[src/rtl/count_sweep_ctrl_if.sv]
// Request/status bundle for the up/down sweep sequencer.
// master drives the request side; slave is the sequencer.
interface count_sweep_ctrl_if #(
  parameter int WIDTH  = 4,
  parameter int PASS_W = 3
);
  // start is a level sampled only while the sequencer is idle; there is no ready:
  // an accepted request shows as busy (or done/err) one edge later, others are dropped.
  logic              start;
  logic [WIDTH-1:0]  lo;
  logic [WIDTH-1:0]  hi;
  logic [PASS_W-1:0] passes;
  logic              hold;
  logic              busy;
  logic              done;
  logic              err;
  logic              dir;
  logic              load;
  logic [WIDTH-1:0]  out;
  logic [PASS_W-1:0] pass_cnt;
  logic [2:0]        dbg_state;

  modport master (
    output start, lo, hi, passes, hold,
    input  busy, done, err, dir, load, out, pass_cnt, dbg_state
  );

  modport slave (
    input  start, lo, hi, passes, hold,
    output busy, done, err, dir, load, out, pass_cnt, dbg_state
  );
endinterface

[src/rtl/count_sweep_ctrl.sv]
// Sweeps an owned up/down counter lo->hi->lo for a programmed number of passes,
// presenting the plain counter view (dir/load/out) to downstream logic.
module count_sweep_ctrl #(
  parameter int WIDTH  = 4,
  parameter int PASS_W = 3
) (
  input  logic              clk,
  input  logic              rst,
  count_sweep_ctrl_if.slave bus
);

  typedef enum logic [2:0] {
    S_IDLE = 3'd0,
    S_LOAD = 3'd1,
    S_UP   = 3'd2,
    S_DOWN = 3'd3,
    S_DONE = 3'd4
  } state_t;

  state_t            r_state;
  logic [WIDTH-1:0]  r_out;
  logic              r_dir;
  logic [PASS_W-1:0] r_pass_cnt;
  logic              r_err;
  logic [WIDTH-1:0]  r_lo;
  logic [WIDTH-1:0]  r_hi;

  state_t            w_state_nxt;
  logic [WIDTH-1:0]  w_out_nxt;
  logic              w_dir_nxt;
  logic [PASS_W-1:0] w_pass_nxt;
  logic              w_err_nxt;
  logic [WIDTH-1:0]  w_lo_nxt;
  logic [WIDTH-1:0]  w_hi_nxt;
  logic [WIDTH-1:0]  w_out_inc;
  logic [WIDTH-1:0]  w_out_dec;

  // out stays within [lo,hi], so these never wrap where they are used.
  assign w_out_inc = r_out + 1'b1;
  assign w_out_dec = r_out - 1'b1;

  always_ff @(posedge clk) begin
    if (rst) begin
      r_state    <= S_IDLE;
      r_out      <= '0;
      r_dir      <= 1'b0;
      r_pass_cnt <= '0;
      r_err      <= 1'b0;
      r_lo       <= '0;
      r_hi       <= '0;
    end else begin
      r_state    <= w_state_nxt;
      r_out      <= w_out_nxt;
      r_dir      <= w_dir_nxt;
      r_pass_cnt <= w_pass_nxt;
      r_err      <= w_err_nxt;
      r_lo       <= w_lo_nxt;
      r_hi       <= w_hi_nxt;
    end
  end

  always_comb begin
    w_state_nxt = r_state;
    w_out_nxt   = r_out;
    w_dir_nxt   = r_dir;
    w_pass_nxt  = r_pass_cnt;
    w_err_nxt   = r_err;
    w_lo_nxt    = r_lo;
    w_hi_nxt    = r_hi;

    case (r_state)
      S_IDLE: begin
        if (bus.start) begin
          if ((bus.passes == '0) || (bus.lo > bus.hi)) begin
            w_state_nxt = S_DONE;
            w_err_nxt   = 1'b1;
          end else begin
            w_lo_nxt    = bus.lo;
            w_hi_nxt    = bus.hi;
            w_pass_nxt  = bus.passes;
            w_state_nxt = S_LOAD;
          end
        end
      end

      S_LOAD: begin
        w_out_nxt = r_lo;
        w_dir_nxt = 1'b1;
        if (r_lo < r_hi) begin
          w_state_nxt = S_UP;
        end else begin
          // Degenerate lo==hi sweep completes without counting any pass.
          w_pass_nxt  = '0;
          w_state_nxt = S_DONE;
        end
      end

      S_UP: begin
        if (!bus.hold) begin
          w_out_nxt = w_out_inc;
          if (w_out_inc == r_hi) begin
            w_dir_nxt   = 1'b0;
            w_state_nxt = S_DOWN;
          end
        end
      end

      S_DOWN: begin
        if (!bus.hold) begin
          w_out_nxt = w_out_dec;
          if (w_out_dec == r_lo) begin
            w_pass_nxt = r_pass_cnt - 1'b1;
            if (r_pass_cnt == PASS_W'(1)) begin
              w_state_nxt = S_DONE;
            end else begin
              w_dir_nxt   = 1'b1;
              w_state_nxt = S_UP;
            end
          end
        end
      end

      S_DONE: begin
        w_err_nxt   = 1'b0;
        w_state_nxt = S_IDLE;
      end

      default: begin
        w_state_nxt = S_IDLE;
      end
    endcase
  end

  assign bus.busy      = (r_state == S_LOAD) || (r_state == S_UP) || (r_state == S_DOWN);
  assign bus.load      = (r_state == S_LOAD);
  assign bus.done      = (r_state == S_DONE);
  assign bus.err       = r_err;
  assign bus.dir       = r_dir;
  assign bus.out       = r_out;
  assign bus.pass_cnt  = r_pass_cnt;
  assign bus.dbg_state = r_state;

endmodule
[src/flat_wrapper.sv]
// flat-port wrapper written by rule: the top's interface ports become plain ports
module count_sweep_ctrl_flat 
#(
  parameter int WIDTH  = 4,
  parameter int PASS_W = 3
)
  (clk, rst, bus_start, bus_lo, bus_hi, bus_passes, bus_hold, bus_busy, bus_done, bus_err, bus_dir, bus_load, bus_out, bus_pass_cnt, bus_dbg_state);
  count_sweep_ctrl_if #(.WIDTH(WIDTH), .PASS_W(PASS_W)) bus_i ();
  input  logic clk;
  input  logic rst;
  input wire logic [$bits(bus_i.start)-1:0] bus_start;
  input wire logic [$bits(bus_i.lo)-1:0] bus_lo;
  input wire logic [$bits(bus_i.hi)-1:0] bus_hi;
  input wire logic [$bits(bus_i.passes)-1:0] bus_passes;
  input wire logic [$bits(bus_i.hold)-1:0] bus_hold;
  output wire logic [$bits(bus_i.busy)-1:0] bus_busy;
  output wire logic [$bits(bus_i.done)-1:0] bus_done;
  output wire logic [$bits(bus_i.err)-1:0] bus_err;
  output wire logic [$bits(bus_i.dir)-1:0] bus_dir;
  output wire logic [$bits(bus_i.load)-1:0] bus_load;
  output wire logic [$bits(bus_i.out)-1:0] bus_out;
  output wire logic [$bits(bus_i.pass_cnt)-1:0] bus_pass_cnt;
  output wire logic [$bits(bus_i.dbg_state)-1:0] bus_dbg_state;
  assign bus_i.start = bus_start;
  assign bus_i.lo = bus_lo;
  assign bus_i.hi = bus_hi;
  assign bus_i.passes = bus_passes;
  assign bus_i.hold = bus_hold;
  assign bus_busy = bus_i.busy;
  assign bus_done = bus_i.done;
  assign bus_err = bus_i.err;
  assign bus_dir = bus_i.dir;
  assign bus_load = bus_i.load;
  assign bus_out = bus_i.out;
  assign bus_pass_cnt = bus_i.pass_cnt;
  assign bus_dbg_state = bus_i.dbg_state;
  count_sweep_ctrl #(.WIDTH(WIDTH), .PASS_W(PASS_W)) u_core (.clk(clk), .rst(rst), .bus(bus_i));
endmodule
[config.mk]
export PLATFORM = sky130hd
export DESIGN_NAME = count_sweep_ctrl_flat
export DESIGN_NICKNAME = d
export VERILOG_FILES = /design/src/rtl/count_sweep_ctrl_if.sv /design/src/rtl/count_sweep_ctrl.sv /design/src/flat_wrapper.sv
export SDC_FILE = /design/constraint.sdc
export NUM_CORES = 1
export LEC_CHECK = 0
export BUFFER_PORTS_ARGS = -buffer_cell sky130_fd_sc_hd__buf_2
export CAP_MARGIN = 20
export CELL_PAD_IN_SITES_DETAIL_PLACEMENT = 1
export CELL_PAD_IN_SITES_GLOBAL_PLACEMENT = 1
export CORE_MARGIN = 5
export CORE_UTILIZATION = 30
export DETAILED_ROUTE_END_ITERATION = 8
export HOLD_SLACK_MARGIN = 0.1
export PLACE_DENSITY_LB_ADDON = 0.1
export SKIP_LAST_GASP = 1
export SLEW_MARGIN = 20
export SYNTH_ARGS = -nofsm -noshare
export SYNTH_HDL_FRONTEND = slang
export SYNTH_SLANG_ARGS = --single-unit
[constraint.sdc]
create_clock -name clk -period 5 [get_ports clk]
set_clock_uncertainty 0.15 [all_clocks]
set_input_delay 0.25 -clock clk [delete_from_list [all_inputs] [get_ports clk]]
set_output_delay 0.25 -clock clk [all_outputs]
set_load 0.005 [all_outputs]
==> impl_metrics.toml, run 1 <==
[yosys]
syn_area_sq_mm = 0.00147
synth_warnings = 0
syn_inst = 186
ys_top_cells_by_area = "dfxtp_1 (27%), ha_1 (9.4%), mux2i_1 (6.1%), xnor2_1 (6.0%), nor2_1 (5.4%)"
synth_enable_flop_cells = 0
synth_area_leader_cell = "dfxtp_1"
syn_nets = 212
synth.avg_cell_area_sq_um = 7.91
synth_ff_type = "dfxtp_1"
synth_common_cells = "nor2_1 (21), dfxtp_1 (20), inv_1 (13)"
async_flop_share = 0
synth.top_cell.area_share = 0.272
yosysSeqAreaShare = 0.272
synth.most_common_cell = "nor2_1"
ys_types = 40
synth_seq_cells = 20

[min_path]
worstHoldEndpoint = "u_core.bus.err"
hold_path_class = "in2reg"
hold_depth = 3
min-delay-start = "bus_start"

[setup_path]
timing.rr.end = "u_core.bus.dir"
r2r_slack_ns = 2.55
endpoint_kind = "register"
cp-start-kind = "primary input"
critPathArrivalTime_ns = 2.54
path_depth = 10
rr_startpoint = "u_core.bus.out[0]"
critical-path-max-stage-delay_ns = 0.61
path_cells = "dlygate4sd3_1 -> buf_2 -> inv_1 -> ha_1 -> nor2b_1 -> o211ai_1 -> a21oi_1 -> or3_1 -> mux2i_1 -> nor2_1"
rr_worst_depth = 8
cp_max_fo = 8
cpMaxStageDelayCell = "or3_1"
critical-path-top-delay-family = "simple AND/OR/NAND/NOR gates"
cp.required_ns = 4.99
path_buf_inv = 3
worstSetupPathType = "in2reg"

[timing]
finalMaxSlewViolations = 0
rsz0062_at_grt = "false"
fmax_mhz = 393
period_minus_slack_ns = 2.54
max_slew_margin = 0.493
hold_viol_final = 0
tightest_slew_ns = 0.752
final-setup-viol-count = 0
finalCritPeriodShare = 0.509
tns_ns = 0
fin_ws_ns = 2.46

[finish]
area_growth_pct = 21.4
fin_area_sq_mm = 0.00179
drive_gt1_frac = 0.171
nNetsFinal = 244
n_antenna_cell = 0

[placement]
placedInstanceArea_sq_mm = 0.00165
io_buffer_count = 29
placement.setup.worst_slack_ns = 2.58
finalWeightedCongestion = 0.779
hpwl_mm = 3.33

[drt]
vias = 1433
route.detailed.drc = 0
first_iter_violations = 57
drtAntennaViolNets = 0
wirelength_mm = 4.25
drt-vias-per-instance = 5.05
dr.pass1.iters = 4
wire_per_inst_um = 15.0

[clocking]
numCtsBuffers = 3
clkLatencyLatePin_ns = 0.26
cts-root-buf = "clkbuf_8"
clock_path_buffers = 2
cts_tree = "built"
cts_setup_buffers = 0
clk_pin_slew_ns = 0.08
htreeDepth = 1
numClockSinks = 20

[floorplan]
die_w_um = 80.0
io_pins = 30
rows = 25
start_util = 0.309
dieArea_sq_mm = 0.00641
die_y_um = 80.0
coreArea_sq_mm = 0.00475

[grt]
grt_pass1_wl_mm = 7.35
grt_pass1_vias = 1534
grt_max_degree = 21
antenna_found_initial = 0
grt_overflow_total = 0
grt_usage = 0.143

[run]
max_cap_violations = 0

[power]
irDropWorstVdd_v = 0.000163
p_leak_nw = 0.803
power_w = 0.000805
power_density_mw_per_mm2 = 451

[run_status]
outcome = "complete, no violations"
-- registers in the layout (all words and copies together) (netlist names) --
register and flops:
u_core.bus.err 1, u_core.r_hi 4, u_core.r_lo 4, u_core.bus.dbg_state 3, u_core.bus.out 4, u_core.bus.dir 1, u_core.bus.pass_cnt 3
-- stage by stage --
stage	util	hold WS [ns]	cells
2_1_floorplan	-	0.244	186
3_3_place_gp	0.347	0.313	272
3_5_place_dp	0.347	0.335	272
4_1_cts	0.374	0.102	283
5_1_grt	0.376	0.200	284
6_report	0.376	0.182	284
-- cells in the final DEF (no fill, tap or decap), drive strengths merged, types with 2 or more instances in the layout --
cell          n
nor2         21
xor2          4
xnor2        10
and4          4
a22o          2
dlygate4sd3   8
a31oi         4
a22oi         2
mux2i         9
o21a          2
inv          13
nor3         10
a21oi        12
o41ai         2
nand2        12
buf          29
nand2b        5
o21ai        11
nor2b         5
nor3b         3
clkbuf        4
ha           11
dfxtp        20
-- area by class of cell --
cell class	count	area [sq um]
clock buffers	4	55.1
fillers	606	2970
flip-flops and latches	20	400
repair buffers	37	225
well taps	67	83.8
multi-input cells	143	973
inverters	13	48.8
-- cell families (layout without fill, tap and decap cells) --
group / count (synthesis) / count (layout) / synth area share
AOI/OAI and AO/OA: 43 / 43 / 0.190
xor gates and xnor gates: 14 / 14 / 0.0833
adders and majority gates: 11 / 11 / 0.0935
buffers and inverters: 23 / 54 / 0.0663
DFF: 20 / 20 / 0.272
muxes: 9 / 9 / 0.0612
and+or+nand+nor: 66 / 66 / 0.234
-- what timing repair did --
item	4_1_cts	5_1_grt
resized for setup	0	0
endpoints found under the hold margin	7	1
hold buffers	7	1
-- metal layers --
layer	GRT usage	part of all wire
met5	0	0
met1	0.191	0.48
met4	0.0253	0.0054
met3	0.0248	0.033
met2	0.240	0.48
-- how the worst max path moves through the flow --
| stage | from | slack [ns] | end |
|---|---|---|---|
| 2_1_floorplan | u_core.bus.out[0] | 2.83 | u_core.bus.dir |
| 3_3_place_gp | u_core.bus.out[0] | 2.70 | u_core.bus.dir |
| 3_5_place_dp | u_core.bus.out[0] | 2.58 | u_core.bus.dir |
| 4_1_cts | bus_hi[1] | 2.44 | u_core.r_hi[2] |
| 5_1_grt | bus_hi[1] | 2.28 | u_core.r_hi[2] |
| 6_report | bus_hi[1] | 2.46 | u_core.r_hi[2] |
-- worst reg2reg max path, cell delays in order, from the launching register on --
cell and delay (ns):
dfxtp_1 0.59, inv_1 0.10, ha_1 0.24, xnor2_1 0.14
xnor2_1 0.15, o41ai_2 0.35, and2b_2 0.28, a21boi_2 0.19
mux2i_1 0.20
-- power by group --
group          switching, W  total (W)  internal (W)
Clock             0.0000591   0.000129     0.0000701
Sequential        0.0000753   0.000273      0.000197
Combinational      0.000216   0.000403      0.000187
Total              0.000350   0.000805      0.000455
Power figures use the tool's default switching activity.
==> run 2: changes to the inputs <==
Clock period 5 ns to 2.4 ns, I/O delays scaled along.
==> run 2 against run 1 <==
Count of clock-buffer cells in the layout shrank 1; sequential power up 86%; routed wire length grew 3.1%; combinational power rose to 2.5 times the previous value; power is 120% higher; final cell count rose by 3.9%; non-clock buffer count increased by 12; clock power rose by 81%; first-iteration DRC count increased by 74%; sequential share of layout area fell by 1.0 points.
==> impl_metrics.toml, run 2 (synthesis results as in run 1) <==
[grt]
grt_pass1_vias = 1515
grt_overflow_total = 0
grt_pass1_wl_mm = 7.30
antenna_found_initial = 0
grt_usage = 0.143
grt_max_degree = 19

[placement]
finalWeightedCongestion = 0.766
placedCellCount = 283
placedInstanceArea_sq_mm = 0.00173
io_buffer_count = 29
hpwl_mm = 3.46

[clocking]
cts_tree = "built"
clock_path_buffers = 2
htreeDepth = 1
clk_pin_slew_ns = 0.08
clkLatencyLatePin_ns = 0.26
numCtsBuffers = 3
cts-root-buf = "clkbuf_8"
numClockSinks = 20

[drt]
drt-vias-per-instance = 4.98
wire_per_inst_um = 14.8
first_iter_violations = 99
vias = 1468
wirelength_mm = 4.38
drtAntennaViolNets = 0
dr.pass1.iters = 4
route.detailed.drc = 0

[setup_path]
path_buf_inv = 3
worstSetupPathType = "in2reg"
critPathArrivalTime_ns = 2.28
critical-path-max-stage-delay_ns = 0.52
cp-start-kind = "primary input"
cp_max_fo = 6
rr_worst_depth = 8
critical-path-top-delay-family = "buffers and inverters"
crit_top_cell = "and4_1"
cp.required_ns = 2.43
endpoint_kind = "register"
path_depth = 9
cp-startpoint = "bus_hi[2]"
path_cells = "dlygate4sd3_1 -> buf_2 -> inv_1 -> ha_1 -> and4_1 -> a21oi_1 -> o21ai_0 -> and4_1 -> nor3_1"
cpMaxStageDelayCell = "dlygate4sd3_1"
rr_startpoint = "u_core.bus.out[0]"

[power]
p_sw_w = 0.000751
p_clk_frac = 0.133
combPwrFrac = 0.577
p_seq_frac = 0.290
p_leak_nw = 0.858
swShare = 0.430
intPower_w = 0.000997
power_density_mw_per_mm2 = 934
irDropWorstVdd_v = 0.000452
power_w = 0.00175

[min_path]
hold_path_class = "in2reg"
hold_depth = 2
min-delay-start = "rst"

[timing]
final-setup-viol-count = 0
rsz0062_at_grt = "true"
hold_viol_final = 0
fmax_mhz = 444
max_slew_margin = 0.642
holdWs_ns = 0.105
finalCritPeriodShare = 0.938
finalMaxSlewViolations = 0
period_minus_slack_ns = 2.25
tightest_slew_ns = 0.531

[finish]
final_common_cell = "buf_2"
instances_no_fill = 295
fillers = 606
mostFrequentLayoutCells = "buf_2 (29), nor2_1 (21), dfxtp_1 (20)"
nNetsFinal = 256
drive_gt1_frac = 0.211
fin_util = 0.393
n_antenna_cell = 0
fin_area_sq_mm = 0.00187
area_growth_pct = 27.1

[floorplan]
start_util = 0.309
dieArea_sq_mm = 0.00641
rows = 25
io_pins = 30
die_y_um = 80.0
die_w_um = 80.0
coreArea_sq_mm = 0.00475

[run_status]
outcome = "complete, no violations"

[run]
max_cap_violations = 0
run 2: worst register-to-register path: cells and delay by family, from the launching register on:
kind / cells / cell delay, ns
compound gates: 2 / 0.54
xor+xnor: 2 / 0.30
fa+ha+maj: 1 / 0.23
buf+inv: 1 / 0.06
flops: 1 / 0.36
mux: 1 / 0.18
simple gates: 1 / 0.27
run 2: timing repair:
item	in CTS	in global routing
buffers inserted	0	0
hold endpoints to repair	10	0
gates resized for setup	0	1
hold buffers	9	0
setup endpoints to repair	0	8
run 2: worst paths after layout:
check / endpoint / slack [ns]
max: u_core.bus.pass_cnt[2] / 0.15
min: u_core.r_hi[2] / 0.11
max reg2reg: u_core.bus.dir / 0.24
min reg2reg: u_core.bus.dir / 0.32
run 2: per-stage QoR:
step / setup TNS (ns) / worst slack [ns]
after floorplan: 0 / 0.233
after global placement: 0 / 0.261
after detailed placement: 0 / 0.217
after CTS: 0 / 0.0191
after global routing: -0.0256 / -0.0256
final: 0 / 0.149
run 2: routing by layer:
metal | wire (um) | part of all wire | global-route usage | vias to the layer above
met4 | 19 | 0.0043 | 0.0270 | 0
li1 | - | - | - | 734
met5 | 0 | 0 | 0 | -
met1 | 2110 | 0.48 | 0.192 | 700
met3 | 182 | 0.042 | 0.0248 | 2
met2 | 2070 | 0.47 | 0.241 | 32
run 2: power by group through the flow:
stage	Clock, W	Combinational (W)	Sequential (W)
finish	0.000233	0.00101	0.000507
global route	0.000255	0.00112	0.000521
floorplan	0	0.000668	0.000485
CTS	0.000238	0.00101	0.000508
detailed placement	0	0.000991	0.000516
global placement	0	0.000962	0.000509
run 2: final cells by class:
class	count	area, sq um	area share
well taps	67	83.8	0.0448
flip-flops and latches	20	400	0.214
repair buffers	49	318	0.170
multi-input cells	143	978	0.523
inverters	13	48.8	0.0261
clock buffers	3	41.3	0.0221
==> run 3: changes to the inputs <==
Clock period 2.4 ns to 2.6 ns, I/O delays scaled along.
==> run 3 against run 2 <==
Via count fell by 2.0%; sequential share of layout area rose by 0.33 points; die area did not move; critical endpoint is now u_core.r_lo[3]; highest routed layer unchanged.
==> impl_metrics.toml, run 3 (synthesis results as in run 1) <==
[grt]
grt_max_degree = 19
grt_pass1_vias = 1556
antenna_found_initial = 0
grt_overflow_total = 0
grt_pass1_wl_mm = 7.40
grt_usage = 0.144

[timing]
finalCritPeriodShare = 0.933
rsz0062_at_grt = "true"
tightest_slew_ns = 0.721
hold_viol_final = 0
tns_ns = 0
max_slew_margin = 0.514
fmax_mhz = 412
period_minus_slack_ns = 2.43
final-setup-viol-count = 0
finalMaxSlewViolations = 0

[power]
irDropWorstVdd_v = 0.000303
power_density_mw_per_mm2 = 862
p_leak_nw = 0.838

[clocking]
cts-root-buf = "clkbuf_8"
numClockSinks = 20
clock_path_buffers = 2
numCtsBuffers = 3
htreeDepth = 1
clkLatencyLatePin_ns = 0.25
cts_tree = "built"
clk_pin_slew_ns = 0.08

[floorplan]
dieArea_sq_mm = 0.00641
coreArea_sq_mm = 0.00475
rows = 25
io_pins = 30
start_util = 0.309
die_w_um = 80.0
die_y_um = 80.0

[run_status]
outcome = "complete, no violations"

[finish]
n_antenna_cell = 0
mostFrequentLayoutCells = "buf_2 (29), nor2_1 (21), dfxtp_1 (20)"
drive_gt1_frac = 0.192
nNetsFinal = 251
area_growth_pct = 25.2
fin_util = 0.387
final_common_cell = "buf_2"

[setup_path]
rr_startpoint = "u_core.bus.out[0]"
cp.required_ns = 2.59
critPathArrivalTime_ns = 2.42
path_cells = "dlygate4sd3_1 -> buf_2 -> inv_1 -> ha_1 -> nor2b_1 -> o211ai_1 -> a21oi_1 -> or3_1 -> mux2i_1 -> nor2_1"
cpMaxStageDelayCell = "or3_1"
cp-start-kind = "primary input"
r2r_slack_ns = 0.33
critical-path-max-stage-delay_ns = 0.60
endpoint_kind = "register"
critical-path-top-delay-family = "simple AND/OR/NAND/NOR gates"
path_buf_inv = 3
rr_worst_depth = 8
worstSetupPathType = "in2reg"
cp_max_fo = 8
timing.rr.end = "u_core.bus.dir"

[drt]
drt-vias-per-instance = 4.94
drtAntennaViolNets = 0
wire_per_inst_um = 14.6
dr.pass1.iters = 4
route.detailed.drc = 0
first_iter_violations = 54
wirelength_mm = 4.24
vias = 1438

[placement]
hpwl_mm = 3.43
finalWeightedCongestion = 0.847
io_buffer_count = 29

[run]
max_cap_violations = 0

[min_path]
hold_depth = 2
min-delay-start = "rst"
hold_path_class = "in2reg"
worstHoldEndpoint = "u_core.r_lo[1]"
-- run 3: changes by cell type in the layout (fill, tap and decap cells not counted), sizes merged --
cell,before,now
buf,40,35
clkbuf,3,4
-- run 3: layout make-up --
cell class	count	area [sq um]
Clock buffer	4	55.1
Fill cell	618	2910
Inverter	13	48.8
Multi-Input combinational cell	143	973
Sequential cell	20	400
Tap cell	67	83.8
Timing Repair Buffer	44	280
-- run 3: worst register-to-register path: cells and delay by family, from the launching register on --
family	cells	cell delay, ns
adders and majority gates	1	0.23
muxes	1	0.17
and+or+nand+nor	1	0.27
DFF	1	0.47
xor gates and xnor gates	2	0.29
AOI/OAI and AO/OA	2	0.55
buffers and inverters	1	0.07
-- run 3: how the worst max path moves through the flow --
stage,from,endpoint,slack (ns),depth (start not counted)
floorplan,u_core.bus.out[0],u_core.bus.dir,0.43,9
global placement,u_core.bus.out[0],u_core.bus.dir,0.39,8
finish,bus_hi[1],u_core.r_lo[3],0.17,10
CTS,bus_hi[1],u_core.r_lo[3],0.16,10
global route,bus_hi[1],u_core.r_lo[2],-0.002,10
detailed placement,u_core.bus.out[0],u_core.bus.dir,0.32,8
-- run 3: routing by layer --
layer	global-route usage	vias up	wire, um
li1	-	726	-
met4	0.0253	0	19
met1	0.193	693	2110
met2	0.246	17	2020
met3	0.0203	2	86
met5	0	-	0
-- run 3: power by group --
group          switching, W  total, W  internal [W]  leakage, nW
Clock              0.000107  0.000241      0.000135       0.0288
Combinational      0.000475  0.000874      0.000398        0.646
Sequential        0.0000927  0.000473      0.000380        0.163
Total              0.000675   0.00159      0.000913        0.838
-- run 3: through the flow --
step           hold WS (ns)  area, sq um  total power (W)  instances  setup slack (ns)
6_report              0.116         1840          0.00159        291             0.174
3_3_place_gp          0.227         1700          0.00132        278             0.388
5_1_grt               0.120         1840          0.00175        291          -0.00240
3_5_place_dp          0.251         1700          0.00135        278             0.321
2_1_floorplan         0.124         1470          0.00106        186             0.433
4_1_cts               0.114         1840          0.00161        291             0.157
-- run 3: what timing repair did --
item | 4_1_cts | 5_1_grt
setup endpoints to repair | 0 | 1
hold buffers | 9 | 0
endpoints found under the hold margin | 10 | 0
resized for setup | 0 | 1
setup buffers | 0 | 0
